===== src/rtl/interp_inverse_search.sv =====
// Inverse search for the 8-segment piecewise linear interpolator: scans input codes 0..255,
// one per clock, and reports the code whose interpolated output is closest to the target.
module interp_inverse_search #(
  parameter int unsigned BW_X      = 8,
  parameter int unsigned BW_WEIGHT = 10
) (
  input  logic                 clk,
  input  logic                 rst,
  input  logic                 i_start,
  input  logic [BW_WEIGHT-1:0] i_target,
  input  logic [BW_WEIGHT-1:0] i_weight0,
  input  logic [BW_WEIGHT-1:0] i_weight1,
  input  logic [BW_WEIGHT-1:0] i_weight2,
  input  logic [BW_WEIGHT-1:0] i_weight3,
  input  logic [BW_WEIGHT-1:0] i_weight4,
  input  logic [BW_WEIGHT-1:0] i_weight5,
  input  logic [BW_WEIGHT-1:0] i_weight6,
  input  logic [BW_WEIGHT-1:0] i_weight7,
  output logic                 o_busy,
  output logic                 o_done,
  output logic [BW_X-1:0]      o_x,
  output logic [BW_WEIGHT-1:0] o_y,
  output logic [BW_WEIGHT-1:0] o_err
);

  localparam int unsigned BW_T = BW_X - 1;
  localparam int unsigned BW_P = BW_T + BW_WEIGHT;

  typedef enum logic {StIdle, StScan} state_e;

  state_e               r_state, w_state_d;
  logic [BW_WEIGHT-1:0] r_w [8];
  logic [BW_WEIGHT-1:0] r_target;
  logic [BW_X-1:0]      r_cnt, r_best_x, r_x;
  logic [BW_WEIGHT-1:0] r_best_y, r_y, r_err;
  logic [BW_WEIGHT:0]   r_best_err;
  logic                 r_done;

  logic [2:0]           w_k, w_idx;
  logic [BW_T-1:0]      w_mask, w_t1, w_t2;
  logic [BW_WEIGHT-1:0] w_wa, w_wb, w_y, w_err;
  logic [BW_P-1:0]      w_p1, w_p2;
  logic [BW_P:0]        w_sum;
  logic                 w_better, w_capture, w_finish;

  // Forward model on the captured weights, evaluated at x = r_cnt
  always_comb begin
    w_k = '0;
    for (int i = 1; i < int'(BW_X); i++) begin
      if (r_cnt[i]) w_k = 3'(i);
    end
    w_idx  = (w_k == 3'd0) ? 3'd6 : 3'd7 - w_k;
    w_wa   = r_w[w_idx];
    w_wb   = r_w[w_idx + 3'd1];
    w_mask = ~({BW_T{1'b1}} << w_k);
    if (w_k == 3'd0 || w_k == 3'd7) begin
      w_t1 = r_cnt[BW_T-1:0];
      w_t2 = BW_T'(1);
    end else begin
      w_t1 = r_cnt[BW_T-1:0] & w_mask;
      w_t2 = (~w_t1 & w_mask) + BW_T'(1);
    end
    w_p1     = {{BW_WEIGHT{1'b0}}, w_t1} * {{BW_T{1'b0}}, w_wa};
    w_p2     = {{BW_WEIGHT{1'b0}}, w_t2} * {{BW_T{1'b0}}, w_wb};
    w_sum    = {1'b0, w_p1} + {1'b0, w_p2};
    w_y      = w_sum[BW_WEIGHT-1:0];
    w_err    = (w_y >= r_target) ? w_y - r_target : r_target - w_y;
    w_better = {1'b0, w_err} < r_best_err;
  end

  always_comb begin
    w_state_d = r_state;
    w_capture = 1'b0;
    w_finish  = 1'b0;
    case (r_state)
      StIdle: begin
        if (i_start) begin
          w_capture = 1'b1;
          w_state_d = StScan;
        end
      end
      StScan: begin
        if (w_err == '0 || r_cnt == {BW_X{1'b1}}) begin
          w_finish  = 1'b1;
          w_state_d = StIdle;
        end
      end
    endcase
  end

  always_ff @(posedge clk) begin
    if (rst) begin
      r_state    <= StIdle;
      r_done     <= 1'b0;
      r_target   <= '0;
      r_cnt      <= '0;
      r_best_x   <= '0;
      r_best_y   <= '0;
      r_best_err <= '0;
      r_x        <= '0;
      r_y        <= '0;
      r_err      <= '0;
      for (int i = 0; i < 8; i++) r_w[i] <= '0;
    end else begin
      r_state <= w_state_d;
      r_done  <= w_finish;
      if (w_capture) begin
        r_target   <= i_target;
        r_w[0]     <= i_weight0;
        r_w[1]     <= i_weight1;
        r_w[2]     <= i_weight2;
        r_w[3]     <= i_weight3;
        r_w[4]     <= i_weight4;
        r_w[5]     <= i_weight5;
        r_w[6]     <= i_weight6;
        r_w[7]     <= i_weight7;
        r_cnt      <= '0;
        // One above any reachable error so candidate 0 always wins
        r_best_err <= {1'b1, {BW_WEIGHT{1'b0}}};
      end
      if (r_state == StScan) begin
        if (w_better) begin
          r_best_x   <= r_cnt;
          r_best_y   <= w_y;
          r_best_err <= {1'b0, w_err};
        end
        if (w_finish) begin
          r_x   <= w_better ? r_cnt : r_best_x;
          r_y   <= w_better ? w_y : r_best_y;
          r_err <= w_better ? w_err : r_best_err[BW_WEIGHT-1:0];
        end else begin
          r_cnt <= r_cnt + BW_X'(1);
        end
      end
    end
  end

  assign o_busy = (r_state == StScan);
  assign o_done = r_done;
  assign o_x    = r_x;
  assign o_y    = r_y;
  assign o_err  = r_err;

endmodule


===== config.mk =====
export PLATFORM = sky130hd
export DESIGN_NAME = interp_inverse_search
export DESIGN_NICKNAME = d
export VERILOG_FILES = /design/src/rtl/interp_inverse_search.sv
export SDC_FILE = /design/constraint.sdc
export NUM_CORES = 1
export LEC_CHECK = 0
export CAP_MARGIN = 40
export CORE_ASPECT_RATIO = 1.2
export CORE_MARGIN = 2
export CORE_UTILIZATION = 40
export CTS_BUF_LIST = sky130_fd_sc_hd__clkbuf_4 sky130_fd_sc_hd__clkbuf_8
export CTS_CLUSTER_SIZE = 25
export DETAILED_ROUTE_END_ITERATION = 6
export PLACE_DENSITY = 0.61
export SYNTH_ARGS = -nofsm -noshare
export SYNTH_HDL_FRONTEND = slang
export SYNTH_SLANG_ARGS = --single-unit

===== constraint.sdc =====
create_clock -name clk -period 29.4 [get_ports clk]
set_input_delay 2.94 -clock clk [delete_from_list [all_inputs] [get_ports clk]]
set_output_delay 2.94 -clock clk [all_outputs]
set_load 0.005 [all_outputs]

==> flow_summary.ini <==
[cells_and_area]
utilization_pct = 47.5
antenna_cells = 0
final_layout_size_suffix_gt1_share_pct = 9.09
synthToLayoutAreaGrowth_pct = 17.8
finalNonFillerCells = 1738
layout.nets = 1552

[clock_network]
postCtsResizedCells = 0
cts_tree = yes
clk_latency_ns = 0.48
cts_setup_buffers = 0
clk_path_buf_depth = 2
numCtsBuffers = 17
cts-root-buf = clkbuf_8
cts-hold-fix-buffers = 0
cts.clk_slew.worst_paths_ns = 0.09
cts_max_level = 4
cts_sinks = 157

[place]
port_buffers = 122
dpl.cell_count = 1706
place_hpwl_mm = 21.9
place_congestion = 0.913

[global_route]
overflow = 0
grt_pass1_vias = 8740
grt.busiest_layer = met2
use_met3_pct = 2.96
met2_usage_pct = 34.2
antenna_found_initial = 0
gr-usage-all-layers_pct = 19.3
grt_max_degree = 76
grt_pass1_wl_mm = 46.3
grt.met1_usage_pct = 23.8

[timing]
max_freq_mhz = 76.9
relSlewSlack_pct = 45.7
clock-skew-final_ns = 0.0163
fin_crit_sh_pct = 44.2
slew_violations = 0
worst_pin_slew_ns = 0.813
hold_slack_ns = 0.457
hold_viol = 0
setup_viol = 0
min_period_ns = 13.00
tns_ns = 0
rsz0062_at_grt = no

[synth]
synth_cell_types = 67
synth_top_family_by_area = simple AND/OR/NAND/NOR gates
yosys-top-cells-area = edfxtp_1, dfxtp_1, fa_1
synth-edff-count = 80
synth_top_cell_by_area = edfxtp_1
avgSynthCellArea_um2 = 9.23
yosysWarnings = 0
synthArstFlopShare_pct = 0
synth_top_area_share_pct = 20.8
yosysMostFrequentCell = nand2_1
synth-simple-area-share_pct = 20.0
synthMuxAreaShare_pct = 8.34
synth_seq_cells = 157
yosys-top-cells-count = nand2_1, inv_1, nor2_1, edfxtp_1, dfxtp_1
synth-adder-area-share_pct = 16.7
synth-xor-area-share_pct = 3.35
synth_area_um2 = 11500
synth_cells = 1250
synth_compound_area_share_pct = 10.8
synth-main-ff-cell = edfxtp_1
ys_seq_area_share_pct = 34.2
synth_nets = 1462

[worst_hold_path]
hold_path_class = reg2reg

[critical_path]
end_kind = flip-flop
cp_num_buf_inv = 9
cp-endpoint = o_err[8]$_SDFFE_PP0P_
r2r_cells = 49
cp.depth = 49
arrival_ns = 13.34
reg2reg_from = r_cnt[3]$_SDFF_PP0_
cp_slowest_cell = dfxtp_1
required_ns = 29.74
critical-path-top-delay-family = adder cells
r2r_slack_ns = 16.40
setup.worst_path.start = r_cnt[3]$_SDFF_PP0_
start_kind = flip-flop
cpPeakStageDelay_ns = 0.71
worst-path-max-fanout = 35
criticalPathCategory = reg2reg
r2r_end = o_err[8]$_SDFFE_PP0P_

[status]
status = completed

[pwr]
leakagePower_uw = 0.00533
seqPwrFrac_pct = 35.2
irDropWorstVdd_uv = 57.9
p_clk_share_pct = 23.1
p_sw_uw = 279
swShare_pct = 37.9
powerDensity_nw_per_um2 = 54.2
combPwrFrac_pct = 41.7
internal_power_uw = 458

[floorplanning]
initial_core_util_pct = 40.4
rows = 68
dieArea_um2 = 30200
num_io_pins = 123
core_area_um2 = 28600
die_w_um = 159
die_h_um = 190

[detailed_routing]
drc = 0
wl_per_cell_um = 16.4
final_antenna_net_count = 0
vias = 8952
drt-initial-drc-count = 568
wirelength_mm = 28.5
drtPass1Iterations = 5
viasPerCell = 5.15

[job]
max-cap-violations = 0
-- kinds of logic after synthesis --
kind of cell / after synthesis
AOI/OAI and AO/OA: 198
xor gates and xnor gates: 40
adders and majority gates: 119
buffers and inverters: 191
DFF: 157
muxes: 75
and+or+nand+nor: 470
-- worst min path at each step --
stage / start / endpoint / slack, ns / cells past startpoint
floorplan: r_best_x[0]$_SDFFE_PP0P_ / r_best_x[0]$_SDFFE_PP0P_ / 0.44 / 2
global placement: r_best_y[8]$_SDFFE_PP0P_ / r_best_y[8]$_SDFFE_PP0P_ / 0.44 / 2
detailed placement: r_best_y[8]$_SDFFE_PP0P_ / r_best_y[8]$_SDFFE_PP0P_ / 0.45 / 2
CTS: r_best_y[8]$_SDFFE_PP0P_ / r_best_y[8]$_SDFFE_PP0P_ / 0.46 / 2
global route: r_best_y[8]$_SDFFE_PP0P_ / r_best_y[8]$_SDFFE_PP0P_ / 0.48 / 2
finish: r_best_y[8]$_SDFFE_PP0P_ / r_best_y[8]$_SDFFE_PP0P_ / 0.46 / 2
-- final cells by class --
cell class | count | area, um2
tap | 385 | 482
clock inverter | 11 | 134
sequential | 157 | 3940
timing repair buffer | 141 | 1430
multi-input combinational | 902 | 6880
clock buffer | 21 | 270
inverter | 121 | 454
fill | 2786 | 15000
-- worst register-to-register path: cells and delay by family (launching register included) --
kind | cells | cell delay (ns)
simple gates | 7 | 1.57
fa+ha+maj | 10 | 4.13
flops | 1 | 0.71
mux | 5 | 1.60
xor+xnor | 4 | 1.11
compound gates | 14 | 2.20
buf+inv | 9 | 1.52
-- through the flow --
stage	power, uW	setup slack, ns	cell area [um2]
detailed placement	571	16.41	13200
global placement	558	15.60	13100
global route	782	15.39	13600
floorplan	472	17.38	11500
CTS	744	16.40	13600
finish	737	16.40	13600
-- power by group through the flow --
stage	Clock, uW	Combinational, uW	Sequential (uW)
2_1_floorplan	0	212	260
3_3_place_gp	0	294	264
3_5_place_dp	0	306	264
4_1_cts	176	308	259
5_1_grt	183	338	261
6_report	170	308	259
-- flip-flops by register name (all words and copies together), names as in the netlist --
name,count
r_target,10
o_busy,1
r_best_err,11
r_cnt,8
o_x,8
o_done,1
r_w,80
r_best_y,10
o_y,10
o_err,10
r_best_x,8
-- placed cells by master (no fill, tap or decap), types with 5 or more instances in the layout --
cell / n
clkbuf_8: 18
edfxtp_1: 80
o211ai_1: 5
and3_1: 15
mux4_2: 16
mux2_2: 6
xor2_1: 9
or3_1: 5
o21a_1: 6
nor3b_1: 6
a311oi_1: 5
nand2b_1: 10
clkdlybuf4s50_1: 121
fa_1: 58
ha_1: 61
a21o_1: 10
a211oi_1: 24
or2_2: 24
o21ai_0: 25
buf_4: 14
and2_1: 61
nor2b_1: 37
a21oi_1: 75
nand2_1: 136
mux2i_1: 50
dfxtp_1: 77
o21ai_1: 5
nand3_1: 36
a31oi_1: 14
xnor2_1: 27
inv_1: 119
nor3_1: 12
nor2_1: 107
-- metal layers --
layer | share of wire, % | vias up
li1 | - | 4400
met1 | 42 | 4274
met2 | 51 | 238
met3 | 4.0 | 40
met4 | 2.5 | 0
met5 | 0 | -
(Power assumes the default switching activity.)
